### src/rtl/rr_hold_arbiter.sv
// rr_hold_arbiter: N-way round-robin arbiter with grant parking for a shared resource.
// The owner keeps a registered one-hot grant while requesting; a saturating hold counter flags overlong ownership.
module rr_hold_arbiter #(
  parameter int N        = 8,
  parameter int MAX_HOLD = 256,
  parameter bit PREEMPT  = 1'b0,
  localparam int IW      = (N > 1) ? $clog2(N) : 1,
  localparam int CW      = $clog2(MAX_HOLD + 1)
) (
  input  logic          clock,
  input  logic          reset,
  input  logic [0:N-1]  r,
  output logic [0:N-1]  g,
  output logic          owner_vld,
  output logic [IW-1:0] owner_idx,
  output logic [CW-1:0] hold_cnt,
  output logic          hold_err
);

  typedef enum logic {IDLE = 1'b0, OWNED = 1'b1} state_t;

  typedef struct packed {
    logic          found;
    logic [IW-1:0] idx;
  } pick_t;

  state_t        state_r, state_s;
  logic [0:N-1]  g_r, g_s;
  logic [IW-1:0] ptr_r, ptr_s;
  logic [CW-1:0] hold_cnt_r, cnt_s;
  logic          hold_err_r, err_s;
  logic          owner_vld_r;
  logic [IW-1:0] owner_idx_r;
  logic [0:N-1]  others_s;
  pick_t         any_p, oth_p;

  // First set request strictly after 'from', wrapping; 'from' itself is checked last.
  function automatic pick_t pick_next(input logic [0:N-1] req, input logic [IW-1:0] from);
    pick_t         res;
    logic [IW-1:0] pos;
    logic          hit;
    res = '{found: 1'b0, idx: '0};
    for (int k = 1; k <= N; k++) begin
      pos       = IW'((int'(from) + k) % N);
      hit       = req[pos] & ~res.found;
      res.idx   = hit ? pos : res.idx;
      res.found = res.found | hit;
    end
    return res;
  endfunction

  function automatic logic [0:N-1] onehot(input logic [IW-1:0] idx);
    logic [0:N-1] v;
    v      = '0;
    v[idx] = 1'b1;
    return v;
  endfunction

  // Next-state decode; while OWNED, ptr_r holds the current owner's index.
  always_comb begin
    state_s          = state_r;
    g_s              = g_r;
    ptr_s            = ptr_r;
    cnt_s            = hold_cnt_r;
    others_s         = r;
    others_s[ptr_r]  = 1'b0;
    any_p            = pick_next(r, ptr_r);
    oth_p            = pick_next(others_s, ptr_r);
    case (state_r)
      IDLE: begin
        if (any_p.found) begin
          state_s = OWNED;
          g_s     = onehot(any_p.idx);
          ptr_s   = any_p.idx;
          cnt_s   = CW'(1);
        end else begin
          g_s   = '0;
          cnt_s = '0;
        end
      end
      OWNED: begin
        if (r[ptr_r]) begin
          if (hold_cnt_r != CW'(MAX_HOLD)) begin
            cnt_s = hold_cnt_r + CW'(1);
          end else if (PREEMPT && oth_p.found) begin
            g_s   = onehot(oth_p.idx);
            ptr_s = oth_p.idx;
            cnt_s = CW'(1);
          end else begin
            cnt_s = hold_cnt_r;
          end
        end else if (any_p.found) begin
          g_s   = onehot(any_p.idx);
          ptr_s = any_p.idx;
          cnt_s = CW'(1);
        end else begin
          state_s = IDLE;
          g_s     = '0;
          cnt_s   = '0;
        end
      end
      default: begin
        state_s = IDLE;
        g_s     = '0;
        ptr_s   = IW'(N - 1);
        cnt_s   = '0;
      end
    endcase
    // Error rises in the same cycle hold_cnt first shows MAX_HOLD.
    err_s = hold_err_r | (cnt_s == CW'(MAX_HOLD));
  end

  // State and output registers.
  always_ff @(posedge clock) begin
    if (reset) begin
      state_r     <= IDLE;
      g_r         <= '0;
      ptr_r       <= IW'(N - 1);
      hold_cnt_r  <= '0;
      hold_err_r  <= 1'b0;
      owner_vld_r <= 1'b0;
      owner_idx_r <= '0;
    end else begin
      state_r     <= state_s;
      g_r         <= g_s;
      ptr_r       <= ptr_s;
      hold_cnt_r  <= cnt_s;
      hold_err_r  <= err_s;
      owner_vld_r <= |g_s;
      owner_idx_r <= (|g_s) ? ptr_s : '0;
    end
  end

  assign g         = g_r;
  assign owner_vld = owner_vld_r;
  assign owner_idx = owner_idx_r;
  assign hold_cnt  = hold_cnt_r;
  assign hold_err  = hold_err_r;

endmodule

### config.mk
export PLATFORM = sky130hd
export DESIGN_NAME = rr_hold_arbiter
export DESIGN_NICKNAME = d
export VERILOG_FILES = /design/src/rtl/rr_hold_arbiter.sv
export SDC_FILE = /design/constraint.sdc
export NUM_CORES = 1
export LEC_CHECK = 0
export BUFFER_PORTS_ARGS = -buffer_cell sky130_fd_sc_hd__buf_2
export CAP_MARGIN = 5
export CORE_ASPECT_RATIO = 0.7
export CORE_MARGIN = 1.5
export CORE_UTILIZATION = 57
export CTS_CLUSTER_DIAMETER = 100
export CTS_CLUSTER_SIZE = 20
export DETAILED_ROUTE_END_ITERATION = 7
export PLACE_DENSITY = 0.87
export REMOVE_ABC_BUFFERS = 1
export SLEW_MARGIN = 20
export SYNTH_ARGS = -nofsm -noshare
export SYNTH_HDL_FRONTEND = slang
export SYNTH_SLANG_ARGS = --single-unit
### constraint.sdc
create_clock -name clock -period 4.2 [get_ports clock]
set_input_delay 0.84 -clock clock [delete_from_list [all_inputs] [get_ports clock]]
set_output_delay 0.84 -clock clock [all_outputs]
set_load 0.01 [all_outputs]
==> out/metrics.cfg <==
[status]
status = completed

[synth]
avgSynthCellArea_um2 = 9.10
synth_area_leader_cell = dfxtp_1
ys.flop_type = dfxtp_1
synth.area.top_cells = dfxtp_1, mux4_2, mux2i_1
synth_edf_count = 0
synth_most_common_cell = dfxtp_1
ys_warn_count = 0
synthTopCellsByCount = dfxtp_1, nor2_1, nand2_1
post-synth-top-area-fraction = 0.251
yosysSeqAreaShare = 0.251
synthArstFlopShare = 0
synth_cell_type_count = 56
synth_seq_cells = 26
syn_inst = 228
syn-cell-area_um2 = 2070

[critical_path]
slowest_stage = ha_1
critPathRequiredTime_ps = 4410
reg2regPathDepth = 10
start_kind = register
crit_cells = 10
path_cells = inv_1 -> ha_1 -> mux4_1 -> mux2i_2 -> nand2b_4 -> or3_1 -> nor2_4 -> o2bb2ai_2 -> or4b_4 -> o21ai_2
crit_end = g[0]$_SDFF_PP0_
regToRegSetupSlack_ps = 490
arrival_ps = 3930
cp_num_buf_inv = 1
r2r-start = ptr_r[1]$_SDFF_PP1_
endpoint_kind = register
critPathKind = reg2reg
cp_max_fo = 14
rr_endpoint = g[0]$_SDFF_PP0_
cpLargestDelayFamily = simple AND/OR/NAND/NOR gates
max_stage_delay_ps = 650
critPathLaunch = ptr_r[1]$_SDFF_PP1_

[global_routing]
grt_pass1_vias = 1596
antenna_found_initial = 0
grt_max_degree = 18
grt_usage = 0.272
grt_pass1_wl_um = 8050
grt_overflow_total = 0

[power]
clkPwrFrac = 0.088
combPwrFrac = 0.709
p_seq_frac = 0.203
ir_drop_uv = 511
power_switching_mw = 0.870
p_per_area_nw_per_um2 = 790
netSwitchingFraction = 0.480
p_total_mw = 1.81
p_int_mw = 0.944
p_leak_nw = 0.952

[clock_tree]
cts_buffers = 3
clk_pin_slew_worst_paths_ps = 90
post-cts-setup-buffers = 0
htree_num_levels = 1
cts_hold_buf = 0
clockRootBuffer = clkbuf_8
clock-sinks = 26
clk_latency_ps = 270
cts_max_path_buffers = 2
cts_tree = yes
cts_resized = 0

[drt]
wl_um = 5180
drtIter0Drc = 169
num_vias = 1900
antenna_left = 0
drc = 0
dr.pass1.iters = 5
wl_per_cell_um = 17.0
viasPerCell = 6.23

[floorplan]
rows = 18
chipHeight_um = 53.5
die_w_um = 75.1
core-area_um2 = 3510
io_pins = 32
dieArea_um2 = 4020
start_util = 0.590

[timing]
slew_headroom = 0.519
setup_viol = 0
hold_viol = 0
clock_skew_ps = 5.07
tightest_slew_ps = 716
min_period_ps = 3710
fin_ws_ps = 485
timing.final.crit_share = 0.884
rsz0062_at_grt = false
finalSetupTns_ps = 0
slew_violations = 0
fmax_mhz = 269

[run]
maxCapViolations = 0

[placed_design]
port_buffers = 31
placed_cell_area_um2 = 2240
hpwl_um = 3960
dp_slack_ps = 584
placed_cells = 301
place.gp.congestion = 0.949

[layout]
layout-drive-gt1-share = 0.247
area_delta_synth_final_pct = 10.7
final_nets = 270
fin_area_um2 = 2300
antenna_cells = 0
stdcell_count = 305

[worst_hold_path]
hold_class = reg2reg

==> flip-flops by register name, indices dropped and copies added (netlist names) <==
signal / flops
hold_err: 1
g: 8
state_r: 1
ptr_r: 3
owner_vld: 1
hold_cnt: 9
owner_idx: 3
==> power by group through the flow <==
stage               registers, mW  clock network (mW)  logic, mW
CTS                         0.366               0.162       1.26
global route                0.376               0.173       1.39
finish                      0.368               0.160       1.29
detailed placement          0.370                   0       1.26
global placement            0.368                   0       1.23
floorplan                   0.396                   0      0.942
==> tightest hold or removal path: stages (launching register included) <==
cell and delay, ps:
dfxtp_1 320, inv_1 50, a21oi_1 50
==> worst min-delay path by stage <==
| stage | startpoint | depth (start not counted) | endpoint |
|---|---|---|---|
| floorplan | hold_err$_SDFF_PP0_ | 2 | hold_err$_SDFF_PP0_ |
| global placement | hold_err$_SDFF_PP0_ | 2 | hold_err$_SDFF_PP0_ |
| detailed placement | hold_err$_SDFF_PP0_ | 2 | hold_err$_SDFF_PP0_ |
| CTS | hold_err$_SDFF_PP0_ | 2 | hold_err$_SDFF_PP0_ |
| global route | hold_err$_SDFF_PP0_ | 2 | hold_err$_SDFF_PP0_ |
| finish | hold_err$_SDFF_PP0_ | 2 | hold_err$_SDFF_PP0_ |
==> metal layers <==
| metal | track usage | wire length, um |
|---|---|---|
| met5 | 0 | 0 |
| met4 | 0.0303 | 0 |
| met3 | 0.0819 | 546 |
| met2 | 0.383 | 2260 |
| met1 | 0.412 | 2370 |
==> logic make-up after synthesis <==
| logic type | share of synthesized area |
|---|---|
| AND/OR/NAND/NOR | 0.224 |
| adder cells (fa/ha/maj) | 0.0241 |
| multiplexers | 0.237 |
| XOR/XNOR | 0.0507 |
| buffers and inverters | 0.0428 |
| AO/OA/AOI/OAI | 0.171 |
| flip-flops | 0.251 |
==> cell usage in the layout (no fill, tap or decap), types with 3 or more instances in the layout <==
cell / n
mux2_2: 8
a31oi_1: 3
o21ai_1: 4
inv_1: 7
clkbuf_8: 4
buf_2: 31
and3_1: 4
a21oi_1: 5
nand2b_1: 7
o21ai_0: 9
mux2i_1: 14
mux4_2: 8
ha_1: 4
nor4_1: 4
dfxtp_1: 26
xnor2_1: 8
nor2b_1: 6
nor2_1: 25
nor3_1: 5
xor2_1: 4
nand2_1: 16
nand3_1: 6
==> cell type report <==
cell class	count	area, um2
inverter	8	30.0
clock buffer	4	55.1
tap	50	62.6
sequential	26	520
multi-input combinational	185	1470
fill	300	1220
timing repair buffer	32	163
==> metrics by stage <==
step / hold WS, ps / utilization
2_1_floorplan: 463 / -
3_3_place_gp: 442 / 0.638
3_5_place_dp: 445 / 0.638
5_1_grt: 490 / 0.653
6_report: 457 / 0.653
4_1_cts: 457 / 0.653
(Power assumes the default switching activity.)
